===== config.mk =====
export PLATFORM = sky130hd
export DESIGN_NAME = argmax_unit
export DESIGN_NICKNAME = d
export VERILOG_FILES = /design/src/rtl/argmax_unit.sv
export SDC_FILE = /design/constraint.sdc
export NUM_CORES = 1
export LEC_CHECK = 0
export CORE_AREA = 3 3 100 102
export CTS_BUF_LIST = sky130_fd_sc_hd__clkbuf_8
export DETAILED_ROUTE_END_ITERATION = 8
export DIE_AREA = 0 0 103 105
export PLACE_DENSITY = 0.61
export SLEW_MARGIN = 30
export SYNTH_ARGS = -nofsm -noshare
export SYNTH_HDL_FRONTEND = slang
export SYNTH_SLANG_ARGS = --single-unit

===== constraint.sdc =====
create_clock -name clk -period 2.3 [get_ports clk]
set_input_delay 0.46 -clock clk [delete_from_list [all_inputs] [get_ports clk]]
set_output_delay 0.46 -clock clk [all_outputs]
set_load 0.1 [all_outputs]

===== src/rtl/argmax_unit.sv =====
`default_nettype none
// +--------------------------------------------------------------------------+
// | Module   : argmax_unit                                                   |
// | Brief    : Sequential scan of the score memory; reports index of the     |
// |            largest signed score. Define ARGMAX_SCORE_OUT_EN for max_score.|
// | Revision : 1.0                                                           |
// +--------------------------------------------------------------------------+
module argmax_unit #(
   parameter int NUM_CLASSES  = 10,
   parameter int DATA_WIDTH   = 32,
   parameter int ADDR_WIDTH   = 4,
   parameter int READ_LATENCY = 1
) (
   input  logic                         clk,
   input  logic                         resetn,
   input  logic                         start,
   output logic [ADDR_WIDTH-1:0]        score_read_addr,
   input  logic signed [DATA_WIDTH-1:0] score_data_in,
   output logic                         busy,
   output logic                         done,
   output logic [3:0]                   argmax_output
`ifdef ARGMAX_SCORE_OUT_EN
   ,
   output logic signed [DATA_WIDTH-1:0] max_score
`endif
);

   localparam int                    c_wait_w    = (READ_LATENCY > 1) ? $clog2(READ_LATENCY) : 1;
   localparam logic [ADDR_WIDTH-1:0] c_last_idx  = ADDR_WIDTH'(NUM_CLASSES - 1);
   localparam logic [c_wait_w-1:0]   c_wait_init = c_wait_w'(READ_LATENCY - 1);
   localparam logic [3:0]            c_no_result = 4'd10;

   typedef enum logic [2:0] {
      S_IDLE,
      S_ADDR,
      S_WAIT,
      S_CMP,
      S_DONE
   } state_t;

   state_t                       r_state;
   logic [c_wait_w-1:0]          r_wait;
   logic [ADDR_WIDTH-1:0]        r_idx;
   logic [ADDR_WIDTH-1:0]        r_best_idx;
   logic signed [DATA_WIDTH-1:0] r_best;

   logic                         w_take;
   logic signed [DATA_WIDTH-1:0] w_next_best;
   logic [ADDR_WIDTH-1:0]        w_next_best_idx;

   // Strict compare keeps the earliest index on ties; index 0 always seeds.
   assign w_take          = (r_idx == '0) || (score_data_in > r_best);
   assign w_next_best     = w_take ? score_data_in : r_best;
   assign w_next_best_idx = w_take ? r_idx : r_best_idx;

   always_ff @(posedge clk or negedge resetn) begin
      if (!resetn) begin
         r_state         <= S_IDLE;
         r_wait          <= '0;
         r_idx           <= '0;
         r_best_idx      <= '0;
         r_best          <= '0;
         score_read_addr <= '0;
         busy            <= 1'b0;
         done            <= 1'b0;
         argmax_output   <= c_no_result;
      end else begin
         case (r_state)
            S_IDLE: begin
               if (start) begin
                  r_state         <= S_ADDR;
                  r_idx           <= '0;
                  score_read_addr <= '0;
                  busy            <= 1'b1;
                  argmax_output   <= c_no_result;
               end
            end
            S_ADDR: begin
               r_state <= S_WAIT;
               r_wait  <= c_wait_init;
            end
            S_WAIT: begin
               if (r_wait == '0) begin
                  r_state <= S_CMP;
               end else begin
                  r_wait <= r_wait - 1'b1;
               end
            end
            S_CMP: begin
               r_best     <= w_next_best;
               r_best_idx <= w_next_best_idx;
               if (r_idx == c_last_idx) begin
                  r_state       <= S_DONE;
                  busy          <= 1'b0;
                  done          <= 1'b1;
                  argmax_output <= 4'(w_next_best_idx);
               end else begin
                  r_idx           <= r_idx + 1'b1;
                  score_read_addr <= r_idx + 1'b1;
                  r_state         <= S_ADDR;
               end
            end
            S_DONE: begin
               // Level handshake: a held start never retriggers a scan.
               if (!start) begin
                  r_state <= S_IDLE;
                  done    <= 1'b0;
               end
            end
            default: r_state <= S_IDLE;
         endcase
      end
   end

`ifdef ARGMAX_SCORE_OUT_EN
   always_ff @(posedge clk or negedge resetn) begin
      if (!resetn) begin
         max_score <= '0;
      end else if (r_state == S_IDLE && start) begin
         max_score <= '0;
      end else if (r_state == S_CMP && r_idx == c_last_idx) begin
         max_score <= w_next_best;
      end
   end
`endif

endmodule
`default_nettype wire


==> impl_results.md <==
- Most area-hungry cell type in the Yosys netlist: dfrtp_1
- Slowest CP cell: ha_1
- Max-cap viol count: 0
- CP required: 2.49 ns
- Initial Utilization: 0.325
- Proportion of netlist area held by the largest area contributor: 0.393
- Root Driver: clkbuf_8
- CP Buf/Inv Count: 4
- GR Layer Usage met3: 0.0260
- Htree depth: 2
- CTS tree: done
- RSZ-0062 raised after global routing: true
- First-pass GRT wire length: 10900 µm
- Crit-path max cell delay: ~0.30 ns
- Final wirelength: about 6500 µm
- Antenna Cells: 0
- M2 GR Usage: 0.214
- Top_reg_cell synth: dfrtp_1
- DR iter-0 viols: 31
- Ports: between 40 and 50
- Crit start category: primary input
- Routed Antenna Nets: 0
- First-pass DRT Iterations: 4
- Post-synthesis cell type count: 43
- Failing checks: negative setup slack
- GRT Total Usage: 0.126
- Worst-margin pin slew: ~0.82 ns
- Slew Viols, Final: 0
- Hold Vio Cnt, Final: 0
- Final WS setup: -0.261 ns
- Layout cells sized above 1: 0.343
- Cts hold-fix bufs: 0
- Pwr Total: 0.00579 W
- WHS: about 0.24 ns
- Worst-path cell chain: dlygate4sd2_1 -> ha_1 -> nand4_1 -> buf_4 -> nor3_1 -> nand2_1 -> a31o_2 -> o211ai_4 -> a21oi_4 -> buf_4 -> buf_12 -> mux2_4
- Top Family by Delay on Critical Path: buffers and inverters
- Antenna violations before repair: 0
- Busiest grt layer: met2
- Tmin final: approximately 2.6 ns
- WL per Instance: between 10 and 15 µm
- Grt total ovfl: 0
- Lkg Pwr: a little under 2 nW
- Core area: around 0.0092 mm²
- Gp weighted congestion: 0.735
- Post-synth EDFFs: 0
- Multi-input gate area: 0.00175 mm²
- R2R Setup Slk: -0.25 ns
- CP Max Fanout: 8
- Max-slew headroom: 0.452
- Vias in the first global route: approximately 2.3k
- Synth area leaders: dfrtp_1, ha_1, mux2_4
- Clock sinks: just under 50
- Top cells by count, synth: dfrtp_1, inv_1, ha_1
- Clock slew seen by the registers of the worst setup and hold paths: 0.10 ns
- Nets: about 420
- Count leader, synth: dfrtp_1
- Status: finished with violations
- Most used cell, CP: buf_4
- Total Die Area: around 0.011 mm²
- Post-synth ARST share: 1.00
- Cell area after technology mapping: about 0.003 mm²
- DRC viols: 0
- Mapped Cells: between 200 and 300
- DP Area: roughly 0.0037 mm²
- CTS Buf Count: 5
- Worst setup path class: primary input to flip-flop
- M1 GR Usage: 0.163
- Fin crit share: 1.11
- Die width: between 100 and 150 µm
- Min-Delay Path Class: primary input to async pin
- Avg Vias per Cell: 4.73
- Syn_nets: around 340
- CP endpoint kind: flip-flop
- Layout area overhead: 35.1%
- Num rows: 35
- Setup Skew: 0.0104 ns
- Maximum vdd drop: 0.000496 V
- Flip-flop and latch area: about 0.0012 mm²
- Mapped Avg Cell Area: approximately 11 µm²
- Die Height: around 110 µm
- # fillers: 860
- Placement Setup Slack: -0.867 ns
- Number of synthesized register bits: 49
- Pin count of the biggest net entering global routing: 36
- Vias: around 2.2k
- Number of I/O port buffers: 44
- Clk buf depth: 2
- Maximum clock rate: roughly 400 MHz
- Critical Path AT: about 2.8 ns
- Count of final setup violators: 36
- Dpl hpwl: around 4600 µm
- Pwr Density: about 1400 mW/mm²
- Non-Filler Cell Area, Final: between 0.004 and 0.005 mm²
- Register area share after synthesis: 0.411
- Yosys Warn Count: 0
- Clock latency on the worst-skew pair: 0.30 ns
-- state kept, by name, summed over array words and instances (netlist names) --
register / flops
argmax_output: 4
r_state: 3
done: 1
r_best: 32
r_best_idx: 4
r_idx: 4
busy: 1
-- final cells by class --
cell class | instances | area share
clock buffers | 5 | 0.0170
clock inverters | 3 | 0.00961
inverters | 37 | 0.0344
multi-input cells | 175 | 0.433
flip-flops and latches | 49 | 0.304
well taps | 111 | 0.0344
repair buffers | 78 | 0.167
-- cells in the final DEF, fill, tap and decap left out, types with 2 or more instances in the layout --
cell type        netlist  layout
dfrtp_1               47      47
ha_4                   0      10
inv_2                  0       4
mux2_2                 7       4
o22ai_1                2       2
dlygate4sd2_1          0      24
o21ai_1                0       3
ha_1                  35      25
nand4_1                9       9
nor4_4                 0       2
a21oi_2                0       2
clkdlybuf4s15_1        0       5
clkbuf_8               0       5
dfstp_2                2       2
inv_1                 37      34
nor2_1                16      16
buf_4                  0      38
buf_6                  0       4
mux2_4                28      31
a21oi_1               14      12
clkdlybuf4s50_1        0       4
nand2_1               18      17
xor2_1                 2       2
nor3_1                 4       3
a31oi_1                2       2
buf_12                 3       2
o21ai_0                7       4
o211ai_1               2       2
nand3_1                5       4
-- stage by stage --
stage               instances  setup TNS, ns   util
floorplan                 266          -6.56      -
global placement          435         -32.10  0.403
detailed placement        435         -31.87  0.403
CTS                       453          -8.01  0.430
global route              458         -13.12  0.439
finish                    458          -7.29  0.439
-- cells by family (layout without fill, tap and decap cells) --
family	count (synthesis)	in the layout	synth area share
and+or+nand+nor	61	61	0.102
DFF	49	49	0.411
buffers and inverters	42	123	0.0695
AOI/OAI and AO/OA	41	41	0.0950
adders and majority gates	35	35	0.147
muxes	35	35	0.167
xor gates and xnor gates	3	3	0.00879
-- metal layers --
layer  vias to the layer above  share of wire
met5                         -              0
met4                         0         0.0068
met3                         5          0.033
met2                        31           0.50
met1                      1049           0.46
li1                       1081              -
-- power breakdown --
part,switching (W),internal [W],leakage [nW],total [W]
Sequential,0.000268,0.00130,0.579,0.00156
Combinational,0.00178,0.00184,1.31,0.00362
Clock,0.000291,0.000319,0.0593,0.000610
Total,0.00234,0.00345,1.94,0.00579
-- timing repair --
item | CTS | global route
pin swaps | 15 | 9
buffers inserted | 8 | 7
gates cloned | 2 | 0
gates resized for setup | 50 | 14
endpoints found under the setup margin | 40 | 39
-- worst paths after layout --
kind / startpoint / endpoint / cells past startpoint
worst min-delay path: resetn / r_idx[2]$_DFFE_PN0P_ / 1
max in group asynchronous: resetn / r_best[17]$_DFFE_PN0P_ / 2
worst max-delay path: score_data_in[22] / r_best[23]$_DFFE_PN0P_ / 12
min in group clk: busy$_DFFE_PN0P_ / busy$_DFFE_PN0P_ / 1
worst min register to register: busy$_DFFE_PN0P_ / busy$_DFFE_PN0P_ / 1
worst max register to register: r_best[22]$_DFFE_PN0P_ / r_best[23]$_DFFE_PN0P_ / 12
No activity file was read; power rests on OpenSTA's default activity.
